===== src/rtl/zone_pkg.sv =====
// Shared definitions for the zone stages: state encoding, zone-ID width
// derivation and a single-bit-set test used to flag the last beat of a mask.
package zone_pkg;

    localparam int ZONE_MAX_W = 256;

    typedef enum logic {
        ST_EMPTY = 1'b0,
        ST_BUSY  = 1'b1
    } zone_state_t;

    // clog2 with a floor of 1 so a two-zone (or single-zone) build still has an ID bit.
    function automatic int zone_id_width(input int n);
        return (n <= 2) ? 1 : $clog2(n);
    endfunction

    function automatic logic popcount_is_one(input logic [ZONE_MAX_W-1:0] v);
        return (v != '0) && ((v & (v - ZONE_MAX_W'(1))) == '0);
    endfunction

endpackage


===== src/rtl/zone_mask_serializer_ffs_encoder.sv =====
// Lowest-set-bit index encoder with an any-set flag; shared by the zone stages.
module ffs_encoder #(
    parameter int WIDTH = 16,
    parameter int IDX_W = zone_pkg::zone_id_width(WIDTH)
) (
    input  logic [WIDTH-1:0] vec_i,
    output logic [IDX_W-1:0] idx_o,
    output logic             any_o
);

    // Scanning downward lets the lowest set bit win the last assignment.
    always_comb begin
        idx_o = '0;
        for (int i = WIDTH - 1; i >= 0; i--) begin
            if (vec_i[i]) begin
                idx_o = IDX_W'(i);
            end
        end
    end

    assign any_o = |vec_i;

endmodule


===== src/rtl/zone_mask_serializer.sv =====
// Serializes a zone mask into one zone-ID beat per set bit, lowest first,
// refilling on the last beat without a bubble and counting all-zero masks.
`ifndef CFG_ZONE_NUM
`define CFG_ZONE_NUM 16
`endif
`ifndef CFG_LIB_VEC_NUM
`define CFG_LIB_VEC_NUM 64
`endif

module zone_mask_serializer
    import zone_pkg::*;
#(
    parameter int ZONE_NUM   = `CFG_ZONE_NUM,
    parameter int ZONE_ID_W  = zone_id_width(ZONE_NUM),
    parameter int TAG_W      = $clog2(`CFG_LIB_VEC_NUM),
    parameter int DROP_CNT_W = 16
) (
    input  logic                  clk,
    input  logic                  rst_n,
    input  logic [ZONE_NUM-1:0]   zone_mask,
    input  logic [TAG_W-1:0]      mask_tag,
    input  logic                  mask_valid,
    output logic                  mask_ready,
    output logic [ZONE_ID_W-1:0]  zone_id,
    output logic [TAG_W-1:0]      zone_tag,
    output logic                  zone_last,
    output logic                  zone_valid,
    input  logic                  zone_ready,
    output logic [DROP_CNT_W-1:0] drop_cnt
);

    zone_state_t           state_q, state_d;
    logic [ZONE_NUM-1:0]   pend_q, pend_d;
    logic [TAG_W-1:0]      tag_q, tag_d;
    logic [DROP_CNT_W-1:0] drop_q, drop_d;

    logic [ZONE_ID_W-1:0]  ffs_idx;
    logic                  pend_any;
    logic                  pend_last;
    logic                  busy;
    logic                  beat;
    logic                  accept;

    ffs_encoder #(
        .WIDTH (ZONE_NUM),
        .IDX_W (ZONE_ID_W)
    ) u_ffs (
        .vec_i (pend_q),
        .idx_o (ffs_idx),
        .any_o (pend_any)
    );

    assign busy      = (state_q == ST_BUSY);
    assign pend_last = popcount_is_one(ZONE_MAX_W'(pend_q));
    assign beat      = busy && zone_ready;

    // Refill is allowed on the cycle the final beat of the current mask leaves.
    assign mask_ready = !busy || (beat && pend_last);
    assign accept     = mask_valid && mask_ready;

    assign zone_valid = busy;
    assign zone_id    = pend_any ? ffs_idx : '0;
    assign zone_last  = busy && pend_last;
    assign zone_tag   = tag_q;
    assign drop_cnt   = drop_q;

    always_comb begin
        state_d = state_q;
        pend_d  = pend_q;
        tag_d   = tag_q;
        drop_d  = drop_q;

        if (beat) begin
            pend_d = pend_q & (pend_q - ZONE_NUM'(1));
            if (pend_last) begin
                state_d = ST_EMPTY;
            end
        end

        if (accept) begin
            if (zone_mask != '0) begin
                pend_d  = zone_mask;
                tag_d   = mask_tag;
                state_d = ST_BUSY;
            end else begin
                pend_d  = '0;
                state_d = ST_EMPTY;
                if (drop_q != '1) begin
                    drop_d = drop_q + DROP_CNT_W'(1);
                end
            end
        end
    end

    always_ff @(posedge clk or negedge rst_n) begin
        if (!rst_n) begin
            state_q <= ST_EMPTY;
            pend_q  <= '0;
            tag_q   <= '0;
            drop_q  <= '0;
        end else begin
            state_q <= state_d;
            pend_q  <= pend_d;
            tag_q   <= tag_d;
            drop_q  <= drop_d;
        end
    end

endmodule


===== config.mk =====
export PLATFORM = sky130hd
export DESIGN_NAME = zone_mask_serializer
export DESIGN_NICKNAME = d
export VERILOG_FILES = /design/src/rtl/zone_pkg.sv /design/src/rtl/zone_mask_serializer_ffs_encoder.sv /design/src/rtl/zone_mask_serializer.sv
export SDC_FILE = /design/constraint.sdc
export NUM_CORES = 1
export LEC_CHECK = 0
export BUFFER_PORTS_ARGS = -buffer_cell sky130_fd_sc_hd__buf_2
export CELL_PAD_IN_SITES_DETAIL_PLACEMENT = 0
export CELL_PAD_IN_SITES_GLOBAL_PLACEMENT = 1
export CORE_ASPECT_RATIO = 0.5
export CORE_MARGIN = 3
export CORE_UTILIZATION = 30
export CTS_BUF_LIST = sky130_fd_sc_hd__clkbuf_8 sky130_fd_sc_hd__clkbuf_16
export CTS_CLUSTER_DIAMETER = 50
export DETAILED_ROUTE_END_ITERATION = 10
export HOLD_SLACK_MARGIN = 0.12
export PLACE_DENSITY_LB_ADDON = 0.1
export RECOVER_POWER = 100
export REMOVE_ABC_BUFFERS = 1
export SYNTH_ARGS = -nofsm -noshare
export SYNTH_HDL_FRONTEND = slang
export SYNTH_HIERARCHICAL = 1
export SYNTH_SLANG_ARGS = --single-unit
export TNS_END_PERCENT = 1

===== constraint.sdc =====
create_clock -name clk -period 3.65 [get_ports clk]
set_clock_uncertainty 0.05 [all_clocks]
set_input_delay 0.9125 -clock clk [delete_from_list [all_inputs] [get_ports clk]]
set_output_delay 0.9125 -clock clk [all_outputs]
set_load 0.05 [all_outputs]

; Yosys cells after proc, flatten, opt, wreduce, memory -nomap -nowiden
; Index checks and enable logic that the tools add are counted.
[word_totals]
reg_bits = 39
input_bits = 26
out_inout_bits = 29
word_cells = 51
[classes]
add_sub_neg = 3
eq_ne = 1
n_mux = 24
bitwise = 3
n_reduce_logical = 16
[op_table]
columns = cell, count
row1 = AND 16 x 256 -> 256 bit, 1
row2 = logical NOT 256 bit, 1
row3 = 2-to-1 mux 4 bit, 17
row4 = 2-to-1 mux 16 bit, 3
row5 = nonzero test 16 bit, 2
row6 = "subtractor 16 x 1 -> 17 bit, second input constant", 1
row7 = "adder 16 x 1 -> 16 bit, second input constant", 1
row8 = AND 16 bit, 1
row9 = "inequality test 16 bit, second input constant", 1
row10 = OR reduction 16 bit, 1
row11 = "subtractor 16 x 1 -> 16 bit, second input constant", 1
row12 = logical AND 1 bit, 5
row13 = 2-to-1 mux 1 bit, 4
row14 = AND reduction 2 bit, 2
row15 = nonzero test 2 bit, 2
row16 = AND reduction 3 bit, 1
row17 = logical NOT 1 bit, 1
row18 = logical OR 1 bit, 1
row19 = inverter 1 bit, 1

; Longest topological paths before layout
; Gate-level depths: netlist of the first run.
[depth]
word_depth = 17
depth_mapped = 8
mapped_depth_nobuf = 7

; By module
; Netlist of the first run, hierarchy kept.
[by_module_without_submodules]
columns = mod, instances, cells_each, area_per_inst_um2, seq_area_each_um2
row1 = zone_mask_serializer, 1, 202, 2014.4, 975.9
row2 = ffs_encoder, 1, 34, 176.4, 0.0

; Least setup slack after synthesis of the first run
; Ideal clock, no wire load.
[synth_timing]
kind = register to output
startpoint = register pend_q[2]
endpoint = output zone_last
t_arrival_ns = 2.256
t_required_ns = 2.688
slack_ns = 0.431
stages_incl_launch_ff = 6
path_buffers = 0
cell_sequence = dfrtp_1 > or4_4 > or4_1 > and3_1 > nor2_1 > and3_1
[synth_between]
elab_chain_len = 5
elab_cells_between_ends = 6
classes_between = 1 x add/sub / 1 x bitwise / 4 x reduce/logical
[synth_rtl]
columns = element, line_no
row1 = "start, declared", zone_mask_serializer.sv:33  ; logic [ZONE_NUM-1:0] pend_q, pend_d;
row2 = "start signal, assigned", zone_mask_serializer.sv:103  ; pend_q <= pend_d;
row3 = subtractor 16 x 1 -> 17 bit, zone_pkg.sv:18  ; return (v != '0) && ((v & (v - ZONE_MAX_W'(1))) == '0);
row4 = AND 16 x 256 -> 256 bit, zone_pkg.sv:18
row5 = logical NOT 256 bit, zone_pkg.sv:18
row6 = logical AND 1 bit (*), zone_pkg.sv:18
row7 = logical AND 1 bit (*), zone_mask_serializer.sv:63  ; assign zone_last = busy && pend_last;
row8 = "end, declared", zone_mask_serializer.sv:26  ; output logic zone_last,
; Mark *: on every way between the ends. The rest lies on a longest branch, timed or not.

; Final worst setup path of the first run
[layout_timing]
startpoint = register pend_q[0]
endpoint = output zone_last
; Same word-level chain as after synthesis.

==> results of run 1 <==
-- area by class of cell --
| type | count | area share (%) |
|---|---|---|
| clock buffer | 5 | 4.53 |
| clock inverter | 3 | 1.72 |
| inverter | 9 | 1.22 |
| multi-input combinational | 184 | 42.1 |
| sequential | 39 | 35.5 |
| tap | 92 | 4.17 |
| timing repair buffer | 63 | 10.8 |
-- metrics by stage --
stage | hold WS [ns] | total power, mW | instances
6_report | 0.436 | 2.65 | 395
5_1_grt | 0.465 | 2.83 | 395
2_1_floorplan | 0.509 | 1.71 | 232
3_5_place_dp | 0.419 | 2.05 | 380
3_3_place_gp | 0.414 | 2.05 | 380
4_1_cts | 0.434 | 2.58 | 388
-- kinds of logic (layout without fill, tap and decap cells) --
group	count (synthesis)	count (layout)	synth area share, %
compound gates	48	48	14.3
xor+xnor	15	15	6.00
fa+ha+maj	3	3	1.48
buf+inv	13	80	2.63
flops	39	39	44.5
mux	7	7	3.60
simple gates	111	111	27.5
-- how the worst max path moves through the flow --
stage	end	slack (ns)
after floorplan	zone_last	0.43
after global placement	mask_ready	0.34
after detailed placement	mask_ready	0.28
after CTS	zone_last	0.02
after global routing	mask_ready	0.009
final	zone_last	0.10
-- placed cells by master (no fill, tap or decap), drive strengths merged, types with 3 or more instances in the layout --
cell type,count
clkbuf,34
xor2,12
o21ai,20
a21oi,7
buf,34
mux2,7
dfrtp,39
nand3,16
inv,10
o31ai,4
or3,5
a32o,4
nor3,11
and2,4
and3,6
xnor2,3
nand2,22
nand2b,3
nand4,5
nor4,14
or4,3
nor2,20
-- power breakdown --
| group | leakage [nW] | switching [mW] | internal (mW) |
|---|---|---|---|
| registers | 0.500 | 0.204 | 0.552 |
| logic | 0.641 | 0.900 | 0.476 |
| clock network | 0.0844 | 0.191 | 0.326 |
-- critical path, stage by stage, from the launching register on --
cell and delay (ns):
dfrtp_2 0.49, or4_4 0.55, or4_1 0.51, and3_1 0.19, nor2_2 0.13, and3_1 0.17
buf_2 0.26
-- layer usage --
metal	wire (um)	up-vias	track usage, %
li1	-	1011	-
met1	3090	1008	21.9
met2	2660	45	21.4
met3	299	4	4.60
met4	56	0	4.28
met5	0	-	0
-- registers in the layout (all words and copies together), names as in the netlist --
name,cells
zone_valid,1
pend_q,16
drop_cnt,16
zone_tag,6
-- what timing repair did --
action,CTS,global route
endpoints found under the setup margin,1,2
setup buffers,0,7
hold buffers,0,0
pin swaps,1,1
hold endpoints to repair,0,0
gates resized for setup,2,6
==> metrics.md, run 1 <==
| Metric | Value |
|---|---|
| Row count | 21 |
| First-pass GRT wire length | 9980 um |
| Post-synth EDFFs | 0 |
| ANT cells | 0 |
| Failing checks | capacitance limit, slew limit |
| Final WS setup | 0.102 ns |
| Remaining antenna violation count after routing | 0 |
| Sequential share of the synthesized area | 44.5% |
| Async set-reset flop share out of synthesis | 100% |
| Avg Cell Area, Syn | 9.28 um^2 |
| Total Routing Usage GR | 15.1% |
| Fillers | 724 |
| Worst-path clk slew | 0.06 ns |
| Unique cell type count in the Yosys netlist | 45 |
| Reg2reg end | pend_q[13]$_DFFE_PN0P_ |
| Post-synth top area share | 44.5% |
| Synth area leader | dfrtp_1 |
| GRT overflow | 0 |
| Post-synthesis cell area | 2190 um^2 |
| CTS root buf | clkbuf_16 |
| CP startpoint kind | register |
| Fmax | 282 MHz |
| Cell with the most instances after synthesis | dfrtp_1 |
| Worst Setup End Kind | output port |
| R2R depth | 8 |
| # Max-Cap Violations | 1 |
| Hold depth | 1 |
| Pwr/cell area | 959 nW/um^2 |
| Area of placed instances | 2570 um^2 |
| Total wire length | 6100 um |
| First-pass iteration count of the detailed router | 5 |
| Initial antenna violation count | 0 |
| Tightest Pin Transition | 2.24 ns |
| RSZ-0062 raised after global routing | false |
| RR Startpoint | pend_q[0]$_DFFE_PN0P_ |
| Final net count | 329 |
| Area growth syn-to-layout | 26.1% |
| I/O Buffers | 54 |
| Hold WC Path Type | reg -> reg |
| RD Place Congestion | 0.867 |
| Core Region | 6880 um^2 |
| Mean number of vias per cell | 5.24 |
| CP required | 2.69 ns |
| IO Pins | 55 |
| Fin. Hold Viols | 0 |
| Final min period | 3.55 ns |
| DR vias | 2068 |
| Max-slew headroom | -49.1% |
| H-tree levels | 2 |
| Leak pwr | 1.23 nW |
| CTS tree | done |
| TritonCTS buffer count | 5 |
| Hold endpoint | zone_tag[1]$_DFFE_PN0P_ |
| Die span in x | 127 um |
| Starting Density | 31.8% |
| DP HPWL | 4360 um |
| Flops & latches, synth | 39 |
| Tcrit/Tclk final | 97.2% |
| Worst-skew pair later-pin latency | 0.28 ns |
| Max clock buf depth | 2 |
| Register Area | 980 um^2 |
| Drc violations | 0 |
| Top cells by count, synth | dfrtp_1 (39), nand2_1 (22), nor2_1 (19) |
| DP Worst Slack | 0.278 ns |
| R2R setup slack | 0.28 ns |
| HP Start | zone_tag[1]$_DFFE_PN0P_ |
| CTS Sinks | 39 |
| Final setup TNS | 0 ns |
| Worst Setup Path Type | reg -> out |
| Post-detailed-route wirelength per cell | 15.4 um |
| Largest net degree at the start of global routing | 40 |
| Worst vdd rail ir drop | 0.334 mV |
| Crit path DAT | 2.59 ns |
| Dominant cells by area after synthesis | dfrtp_1 (45%), xor2_1 (4.8%), nand2_1 (3.8%), nand3_1 (3.7%), mux2_1 (3.6%) |
| Worst Setup SP | pend_q[0]$_DFFE_PN0P_ |
| Status | complete, but fails checks |
| Gate Count Post-Synth | 236 |
| Multi-input logic area | 1160 um^2 |
| Top fanout value on the critical path | 11 |
| Number of global-route vias before repair | 1934 |
| Main synth FF type | dfrtp_1 |
| Die height | 66.4 um |
| Die area | 8430 um^2 |
| DR iter-0 viols | 113 |
| Layout cells sized above 1 | 17.8% |
| Final setup violation count | 0 |
| Layout Utilization | 40.1% |
| Yosys warning total | 6 |
| Post-Layout Inst Area | 2760 um^2 |
| Final number of max-transition violations | 40 |
(Power assumes the default switching activity.)
==> run 2, diff against run 1 <==
RECOVER_POWER = 25   (was 100)
==> run 2 against run 1 <==
The run still ends with capacitance limit, slew limit left. Register-to-register slack improved by 0.26 ns. First-iteration DRC count decreased by 8.8%. Sequential share of layout area decreased by 0.77 points. Count of clock-buffer cells in the layout unchanged. Worst hold slack got worse by 0.0065 ns. Critical path type unchanged. Highest routed layer unchanged.
==> metrics.md, run 2 (synthesis gave the netlist of run 1 again) <==
| Metric | Value |
|---|---|
| Status | complete, but fails checks (unchanged) |
| Failing checks | capacitance limit, slew limit (unchanged) |
| Drc violations | 0 (unchanged) |
| Final min period | 3.55 ns (about the same) |
| Number of global-route vias before repair | 1934 (unchanged) |
| Max-slew headroom | -47.9% (was -49.1%) |
| Worst Setup Path Type | reg -> out (unchanged) |
| Max clock buf depth | 2 (unchanged) |
| Tightest Pin Transition | 2.22 ns (was 2.24 ns) |
| Die area | 8430 um^2 (unchanged) |
| Die height | 66.4 um (unchanged) |
| Worst-skew pair later-pin latency | 0.29 ns (was 0.28 ns) |
| TritonCTS buffer count | 5 (unchanged) |
| Core Region | 6880 um^2 (unchanged) |
| Total wire length | 6050 um (was 6100 um) |
| CP required | 2.69 ns (about the same) |
| DR vias | 2062 (was 2068) |
| First-pass iteration count of the detailed router | 4 (was 5) |
| CTS root buf | clkbuf_16 (unchanged) |
| Tcrit/Tclk final | 97.3% (was 97.2%) |
| Largest net degree at the start of global routing | 40 (unchanged) |
| Mean number of vias per cell | 5.22 (was 5.24) |
| Crit path DAT | 2.59 ns (about the same) |
| Total Routing Usage GR | 15.1% (unchanged) |
| Worst Setup End Kind | output port (unchanged) |
| # Max-Cap Violations | 1 (unchanged) |
| Die span in x | 127 um (unchanged) |
| Final setup violation count | 0 (unchanged) |
| Fillers | 711 (was 724) |
| Area growth syn-to-layout | 28.9% (was 26.1%) |
| DP Worst Slack | 0.278 ns (unchanged) |
| Pwr/cell area | 951 nW/um^2 (was 959 nW/um^2) |
| Final number of max-transition violations | 40 (unchanged) |
| Final WS setup | 0.0970 ns (was 0.102 ns) |
| Fmax | 281 MHz (was 282 MHz) |
| I/O Buffers | 54 (unchanged) |
| IO Pins | 55 (unchanged) |
| Fin. Hold Viols | 0 (unchanged) |
| CTS tree | done (unchanged) |
| Hold WC Path Type | reg -> reg (unchanged) |
| Leak pwr | 1.33 nW (was 1.23 nW) |
| DP HPWL | 4360 um (unchanged) |
| Post-detailed-route wirelength per cell | 15.3 um (was 15.4 um) |
| CP startpoint kind | register (unchanged) |
| Leading cell types in the layout, fill and taps excluded | buf_2 (52), dfrtp_1 (36), nand2_1 (22), nor2_1 (18), nand3_1 (16) (was dfrtp_1 (36), clkbuf_1 (29), buf_2 (26), nand2_1 (22), nor2_1 (18)) |
| Initial antenna violation count | 0 (unchanged) |
| Layout Utilization | 41.0% (was 40.1%) |
| H-tree levels | 2 (unchanged) |
| Row count | 21 (unchanged) |
| Leading cell type in the layout, fill and taps excluded | buf_2 (was dfrtp_1) |
| Final net count | 329 (unchanged) |
| Final setup TNS | 0 ns (unchanged) |
| CTS Sinks | 39 (unchanged) |
| Top fanout value on the critical path | 11 (unchanged) |
| Remaining antenna violation count after routing | 0 (unchanged) |
| Worst-path clk slew | 0.06 ns (about the same) |
| GRT overflow | 0 (unchanged) |
| Layout cells sized above 1 | 28.4% (was 17.8%) |
| First-pass GRT wire length | 9980 um (unchanged) |
| ANT cells | 0 (unchanged) |
| RD Place Congestion | 0.867 (unchanged) |
| DR iter-0 viols | 103 (was 113) |
| RSZ-0062 raised after global routing | false (unchanged) |
| Worst vdd rail ir drop | 0.349 mV (was 0.334 mV) |
| CTS Hold Bufs | 0 (unchanged) |
| Starting Density | 31.8% (unchanged) |
## run 2: cell types whose count changed in the layout (fill, tap and decap cells not counted)
cell / previous run / this run
buf_2: 26 / 52
buf_4: 8 / 10
clkbuf_1: 29 / 1
nor3_1: 11 / 8
nor3_2: 0 / 3
nor4_1: 11 / 10
nor4_2: 1 / 2
o21ai_0: 17 / 10
o21ai_1: 3 / 10
## run 2: worst paths after layout
path                                               from                      end  slack, ns  cells past startpoint
worst max-delay path              pend_q[0]$_DFFE_PN0P_                zone_last        0.1                      6
worst min-delay path            zone_tag[1]$_DFFE_PN0P_  zone_tag[1]$_DFFE_PN0P_       0.43                      1
worst max register to register    pend_q[0]$_DFFE_PN0P_  zone_tag[0]$_DFFE_PN0P_       0.54                      7
worst min register to register  zone_tag[1]$_DFFE_PN0P_  zone_tag[1]$_DFFE_PN0P_       0.43                      1
max in group asynchronous                         rst_n    pend_q[2]$_DFFE_PN0P_       0.90                      1
min in group asynchronous                         rst_n    pend_q[3]$_DFFE_PN0P_       1.23                      1
## run 2: timing repair
item | 4_1_cts | 5_1_grt
pin swaps | 1 | 1
buffers inserted | 0 | 7
setup endpoints to repair | 1 | 2
resized for setup | 2 | 6
## run 2: stage by stage
stage	hold WS [ns]	instance area [um^2]	power, mW	cells
after CTS	0.434	2750	2.58	388
after global placement	0.414	2570	2.05	380
after global routing	0.457	2820	2.87	395
after detailed placement	0.419	2570	2.05	380
final	0.430	2820	2.68	395
after floorplan	0.509	2170	1.71	232
## run 2: area by class of cell
cell class              count  area [um^2]  area share (%)
well taps                  92          115            4.08
clock buffers               5          125            4.43
flip-flops and latches     39          980            34.7
repair buffers             63          339            12.0
multi-input cells         184         1180            41.9
inverters                   9         33.8            1.20
clock inverters             3         47.5            1.68
## run 2: critical path, cell delays in order (launching register included)
cell and delay, ns:
dfrtp_2 0.49, or4_4 0.55, or4_1 0.52, and3_1 0.19, nor2_2 0.13, and3_1 0.17, buf_2 0.26
## run 2: report_power, final
part	total, mW	switching, mW	internal [mW]
sequential	0.757	0.205	0.551
clock	0.517	0.191	0.326
combinational	1.41	0.902	0.509
## run 2: metal layers
metal | GRT usage (%) | routed length, um | vias to the layer above
met5 | 0 | 0 | -
met4 | 4.28 | 48 | 0
met3 | 4.60 | 336 | 4
met2 | 21.4 | 2680 | 53
met1 | 21.9 | 2990 | 992
li1 | - | - | 1013
